===== src/rtl/pc_seq_pkg.sv =====
// rtl/pc_seq_pkg.sv - shared types and constants for the PC sequencer
// Purpose: FSM state encoding, instruction size and default reset PC.
// Ports: none (package).
package pc_seq_pkg;

  typedef enum logic [1:0] {
    REQ  = 2'd0,
    WAIT = 2'd1,
    HOLD = 2'd2,
    TRAP = 2'd3
  } state_t;

  localparam int          INSTR_BYTES      = 4;
  localparam logic [31:0] RESET_PC_DEFAULT = 32'h0000_0000;

endpackage


===== src/rtl/branch_counter.sv =====
// rtl/branch_counter.sv - retired and taken-branch event counters
// Purpose: counts retiring instructions and the subset that took a branch target.
// Ports:
//   clk, rst_n       clock, synchronous active-low reset
//   retire_i         one instruction retires this cycle
//   taken_i          the retiring instruction took its target (qualified by retire_i)
//   retired_count_o  total retires, wraps at 2^32
//   taken_count_o    total taken retires, wraps at 2^32
module branch_counter (
  input  logic        clk,
  input  logic        rst_n,
  input  logic        retire_i,
  input  logic        taken_i,
  output logic [31:0] retired_count_o,
  output logic [31:0] taken_count_o
);

  logic [31:0] retired_q, retired_d;
  logic [31:0] taken_q, taken_d;

  always_comb begin
    retired_d = retired_q;
    taken_d   = taken_q;
    if (retire_i) begin
      retired_d = retired_q + 32'd1;
      if (taken_i) begin
        taken_d = taken_q + 32'd1;
      end
    end
  end

  always_ff @(posedge clk) begin
    if (!rst_n) begin
      retired_q <= '0;
      taken_q   <= '0;
    end else begin
      retired_q <= retired_d;
      taken_q   <= taken_d;
    end
  end

  assign retired_count_o = retired_q;
  assign taken_count_o   = taken_q;

endmodule


===== src/rtl/pc_sequencer.sv =====
// rtl/pc_sequencer.sv - PC register, instruction fetch FSM and decode holding register
// Purpose: owns the PC, fetches one instruction at a time over a req/gnt/rvalid port,
//   holds it for decode and applies the branch decision when it retires.
// Optional feature: define BRANCH_COUNT_EN to add retired_count/taken_count outputs.
// Ports:
//   clk, rst_n               clock, synchronous active-low reset
//   pc_src, target           branch decision and target, used on retire only
//   advance                  held instruction retires this cycle
//   imem_req/addr/gnt        fetch request, address (= pc), acceptance
//   imem_rvalid/rdata        fetch response
//   instr, instr_valid, pc   held instruction, its validity, its address
//   pc_plus4                 pc + 4 (combinational, wraps)
//   misalign                 sticky misaligned-taken-target flag
//   retired_count/taken_count  event counters (BRANCH_COUNT_EN only)
module pc_sequencer
  import pc_seq_pkg::*;
#(
  parameter int              SIZE     = 32,
  parameter logic [SIZE-1:0] RESET_PC = SIZE'(RESET_PC_DEFAULT)
) (
  input  logic            clk,
  input  logic            rst_n,
  input  logic            pc_src,
  input  logic [SIZE-1:0] target,
  input  logic            advance,
  output logic            imem_req,
  output logic [SIZE-1:0] imem_addr,
  input  logic            imem_gnt,
  input  logic            imem_rvalid,
  input  logic [31:0]     imem_rdata,
  output logic [31:0]     instr,
  output logic            instr_valid,
  output logic [SIZE-1:0] pc,
  output logic [SIZE-1:0] pc_plus4,
  output logic            misalign
`ifdef BRANCH_COUNT_EN
  ,
  output logic [31:0]     retired_count,
  output logic [31:0]     taken_count
`endif
);

  state_t          state_q;
  logic [SIZE-1:0] pc_q;
  logic [31:0]     instr_q;
  logic            misalign_q;
  logic            retire;

  assign pc_plus4 = pc_q + SIZE'(INSTR_BYTES);
  assign retire   = (state_q == HOLD) && advance;

  always_ff @(posedge clk) begin
    if (!rst_n) begin
      state_q    <= REQ;
      pc_q       <= RESET_PC;
      instr_q    <= '0;
      misalign_q <= 1'b0;
    end else begin
      case (state_q)
        REQ: begin
          // rvalid without gnt belongs to no request of ours and is dropped
          if (imem_gnt) begin
            if (imem_rvalid) begin
              instr_q <= imem_rdata;
              state_q <= HOLD;
            end else begin
              state_q <= WAIT;
            end
          end
        end
        WAIT: begin
          if (imem_rvalid) begin
            instr_q <= imem_rdata;
            state_q <= HOLD;
          end
        end
        HOLD: begin
          if (advance) begin
            if (!pc_src) begin
              pc_q    <= pc_plus4;
              state_q <= REQ;
            end else if (target[1:0] == 2'b00) begin
              pc_q    <= target;
              state_q <= REQ;
            end else begin
              // pc keeps the faulting instruction's address for diagnosis
              misalign_q <= 1'b1;
              state_q    <= TRAP;
            end
          end
        end
        TRAP: state_q <= TRAP;
        default: state_q <= REQ;
      endcase
    end
  end

  // Request is suppressed while reset is asserted so an abandoned fetch is never re-issued.
  assign imem_req    = (state_q == REQ) && rst_n;
  assign imem_addr   = pc_q;
  assign instr       = instr_q;
  assign instr_valid = (state_q == HOLD);
  assign pc          = pc_q;
  assign misalign    = misalign_q;

`ifdef BRANCH_COUNT_EN
  branch_counter u_branch_counter (
    .clk             (clk),
    .rst_n           (rst_n),
    .retire_i        (retire),
    .taken_i         (pc_src),
    .retired_count_o (retired_count),
    .taken_count_o   (taken_count)
  );
`else
  logic unused_retire;
  assign unused_retire = retire;
`endif

endmodule

===== config.mk =====
export PLATFORM = sky130hd
export DESIGN_NAME = pc_sequencer
export DESIGN_NICKNAME = d
export VERILOG_FILES = /design/src/rtl/pc_seq_pkg.sv /design/src/rtl/branch_counter.sv /design/src/rtl/pc_sequencer.sv
export SDC_FILE = /design/constraint.sdc
export NUM_CORES = 1
export LEC_CHECK = 0
export ABC_CLOCK_PERIOD_IN_PS = 3650
export BUFFER_PORTS_ARGS = -buffer_cell sky130_fd_sc_hd__buf_4
export CAP_MARGIN = 20
export CORE_MARGIN = 2
export CORE_UTILIZATION = 40
export DETAILED_ROUTE_END_ITERATION = 10
export PLACE_DENSITY = 0.72
export SKIP_LAST_GASP = 1
export SYNTH_ARGS = -nofsm -noshare
export SYNTH_HDL_FRONTEND = slang
export SYNTH_SLANG_ARGS = --single-unit

===== constraint.sdc =====
create_clock -name clk -period 3.65 [get_ports clk]
set_clock_uncertainty 0.15 [all_clocks]
set_input_delay 0.365 -clock clk [delete_from_list [all_inputs] [get_ports clk]]
set_output_delay 0.365 -clock clk [all_outputs]
set_load 0.005 [all_outputs]

==> out/qor.log <==
INFO  setup_path     worst_ep_arrival_time=2.49ns
INFO  floorplanning  ioPinCount=201
INFO  detailed_routing drt_pre_antenna_iters=5
INFO  setup_path     worstPathRequired=3.13ns
INFO  floorplanning  die_y=103um
INFO  cts            cts.hold.buffers_added=0
INFO  power          design_power_total=1740uW
INFO  min_path       hold_path_class=in2reg
INFO  synthesis      ys.warnings.count=0
INFO  cts            clock_path_buffers=2
INFO  power          irDropWorstVdd=0.278mV
INFO  timing         timing.final.crit_share=0.822
INFO  setup_path     cp_slowest_stage_delay=0.57ns
INFO  timing         final.hold.worst_slack=0.104ns
INFO  setup_path     crit_chain=nand4_1, nor4_2, and4_1, nand3_2, xnor2_1, buf_4
INFO  cts            cts_resized=0
INFO  setup_path     critPathSlowestCell=sky130_fd_sc_hd__dfxtp_1
INFO  setup_path     worst_path_dominant_cell_family=simple AND/OR/NAND/NOR gates
INFO  cts            cts-root-buf=sky130_fd_sc_hd__clkbuf_8
INFO  synthesis      ys_seq_area_frac=0.340
INFO  timing         fin_ws=0.648ns
INFO  setup_path     critical_path_peak_fanout=12
INFO  final_layout   nFillCells=902
INFO  detailed_routing wl=12000um
INFO  min_path       min-delay-start=imem_rdata[17]
INFO  grt            groute.usage.overall=0.215
INFO  detailed_routing postRouteAntennaNets=0
INFO  detailed_routing vias_per_cell=5.33
INFO  placement      port_buffers=200
INFO  power          power_leakage=0.00242uW
INFO  timing         rsz0062_at_grt=false
INFO  synthesis      postSynthRegisterBits=67
INFO  grt            grt_overflow_total=0
INFO  synthesis      syn-mean-instance-area=7.73squm
INFO  setup_path     r2r_slack=1.13ns
INFO  final_layout   fraction_of_layout_cells_with_a_size_suffix_above_1=0.362
INFO  grt            grt_pass1_wl=18400um
INFO  setup_path     worstReg2RegStart=imem_addr[2]
INFO  cts            clk_transition_reported_paths=0.08ns
INFO  setup_path     setup.worst_path.class=reg2out
INFO  final_layout   multiInputGateArea=2160squm
INFO  min_path       hold_end=instr[17]
INFO  synthesis      synth.cell_area=3940squm
INFO  timing         tns=0ns
INFO  synthesis      leading_register_cell_type_out_of_synthesis=sky130_fd_sc_hd__dfxtp_1
INFO  cts            ctsHtreeMaxLevel=3
INFO  synthesis      synth-edff-count=0
INFO  final_layout   storage_element_area=1340squm
INFO  detailed_routing num_vias=4213
INFO  timing         max-slew-margin-rel=0.612
INFO  cts            clkLatencyLatePin=0.35ns
INFO  floorplanning  initial_core_util=0.407
INFO  timing         fin_crit=3.00ns
INFO  timing         setup_viol=0
INFO  timing         finalHoldViolations=0
INFO  setup_path     cp-end-kind=output pin
INFO  synthesis      netlist_instances=510
INFO  detailed_routing detail_route.wl_per_cell=15.2um
INFO  grt            first_global_vias=3858
INFO  final_layout   flow.area_growth_from_synthesis=39.0%
INFO  timing         achievable-frequency=333MHz
INFO  cts            cts_buffers=9
INFO  synthesis      async_reset_ff_frac=0
INFO  timing         worst_slew_pin_slew=0.583ns
INFO  cts            cts_setup_buffers=0
INFO  power          power.density=317nW/um^2
INFO  floorplanning  core.rowCount=36
INFO  placement      detailed_place_hpwl=8840um
INFO  detailed_routing drt_iter0_drc=199
INFO  final_layout   fin_nets=724
INFO  status         outcome=completed
INFO  synthesis      synthesis.nets=581
INFO  cts            tritoncts_num_sinks=67
INFO  grt            antenna_found_initial=0
INFO  final_layout   num_antenna_cells=0
INFO  setup_path     cp.buffers_inverters=1
INFO  grt            grt_max_degree=61
INFO  timing         final_max_slew_viol_count=0
INFO  setup_path     critPathLaunchType=flop
INFO  min_path       number_of_cells_on_the_worst_hold_path=3
INFO  detailed_routing post-route-drc-count=0
INFO  synthesis      post_synthesis_cell_type_count=58
INFO  placement      finalWeightedCongestion=0.917
INFO  placement      preCtsSetupSlack=1.01ns
INFO  setup_path     worstRegToRegCells=6
INFO  floorplanning  fp.dieW=103um
INFO  floorplanning  fp.dieArea=10700squm
INFO  flow_run       maxCapViolCount=0
INFO  floorplanning  core_area=9680squm
INFO  cts            cts_tree=yes
INFO  setup_path     worstReg2RegEnd=imem_addr[12]
[worst max-delay path by stage]
| stage | from | to | cells after the start |
|---|---|---|---|
| after floorplan | imem_addr[2] | pc_plus4[30] | 5 |
| after global placement | pc_src | imem_addr[31] | 6 |
| after detailed placement | pc_src | imem_addr[31] | 6 |
| after CTS | imem_addr[10] | pc_plus4[29] | 6 |
| after global routing | imem_addr[9] | pc_plus4[29] | 6 |
| final | imem_addr[9] | pc_plus4[29] | 6 |
[cells by family after synthesis]
family | Yosys count | share of synthesized area
flops | 67 | 0.340
simple gates | 212 | 0.274
fa+ha+maj | 1 | 0.00317
compound gates | 118 | 0.192
buf+inv | 78 | 0.113
xor+xnor | 28 | 0.0622
mux | 6 | 0.0152
[routing by layer]
metal,track usage,vias up,share of wire
met1,0.257,1973,0.40
li1,-,2046,-
met5,0,-,0
met4,0.0698,0,0.012
met3,0.0699,17,0.082
met2,0.368,177,0.50
[where the power goes]
part,leakage [uW],internal [uW],switching (uW)
Sequential,0.000545,762,34.4
Clock,0.000103,341,318
Combinational,0.00177,154,129
Total,0.00242,1260,481
[tightest hold or removal path, delay by kind of cell]
kind	cells	cell delay (ns)
compound gates	1	0.05
buf+inv	1	0.11
simple gates	1	0.04
[through the flow]
step	util	area, sq um	instances
global placement	0.538	5210	773
global route	0.566	5480	791
detailed placement	0.541	5240	774
finish	0.566	5480	791
CTS	0.563	5450	790
floorplan	-	3940	510
[flip-flops by register name, indices dropped and copies added (netlist names)]
register and flops:
misalign 1, state_q 2, imem_addr 32, instr 32
[final cells by class]
| type | instances | area share |
|---|---|---|
| Clock buffer | 10 | 0.0251 |
| Clock inverter | 6 | 0.0133 |
| Inverter | 5 | 0.00343 |
| Multi-Input combinational cell | 365 | 0.395 |
| Sequential cell | 67 | 0.245 |
| Tap cell | 133 | 0.0304 |
| Timing Repair Buffer | 205 | 0.288 |
[cells in the final DEF (no fill, tap or decap), types with 4 or more instances in the layout]
master and count:
sky130_fd_sc_hd__a21oi_1 50, sky130_fd_sc_hd__nor3_1 9, sky130_fd_sc_hd__clkbuf_8 10, sky130_fd_sc_hd__xor2_1 9, sky130_fd_sc_hd__and3_1 11, sky130_fd_sc_hd__nand3_1 19, sky130_fd_sc_hd__mux2i_1 6, sky130_fd_sc_hd__a21o_1 4
sky130_fd_sc_hd__o31ai_1 6, sky130_fd_sc_hd__o21ai_0 16, sky130_fd_sc_hd__nand4_1 11, sky130_fd_sc_hd__and4_1 6, sky130_fd_sc_hd__buf_4 203, sky130_fd_sc_hd__a31oi_1 9, sky130_fd_sc_hd__dfxtp_1 67, sky130_fd_sc_hd__a211oi_1 4
sky130_fd_sc_hd__inv_1 4, sky130_fd_sc_hd__nand2_1 101, sky130_fd_sc_hd__nor2_1 27, sky130_fd_sc_hd__xnor2_1 19
[synth_stat cells (all sizes together), types with 9 or more instances]
| master | count | area, sq um |
|---|---|---|
| o21ai | 16 | 80.1 |
| nand3 | 23 | 143 |
| xor2 | 9 | 78.8 |
| a31oi | 9 | 56.3 |
| nand4 | 12 | 90.1 |
| a21oi | 50 | 250 |
| clkbuf | 29 | 111 |
| xnor2 | 19 | 166 |
| nor3 | 10 | 61.3 |
| and3 | 11 | 68.8 |
| dfxtp | 67 | 1340 |
| nand2 | 101 | 379 |
| buf | 44 | 314 |
| nor2 | 29 | 109 |
No activity file was read; power rests on OpenSTA's default activity.
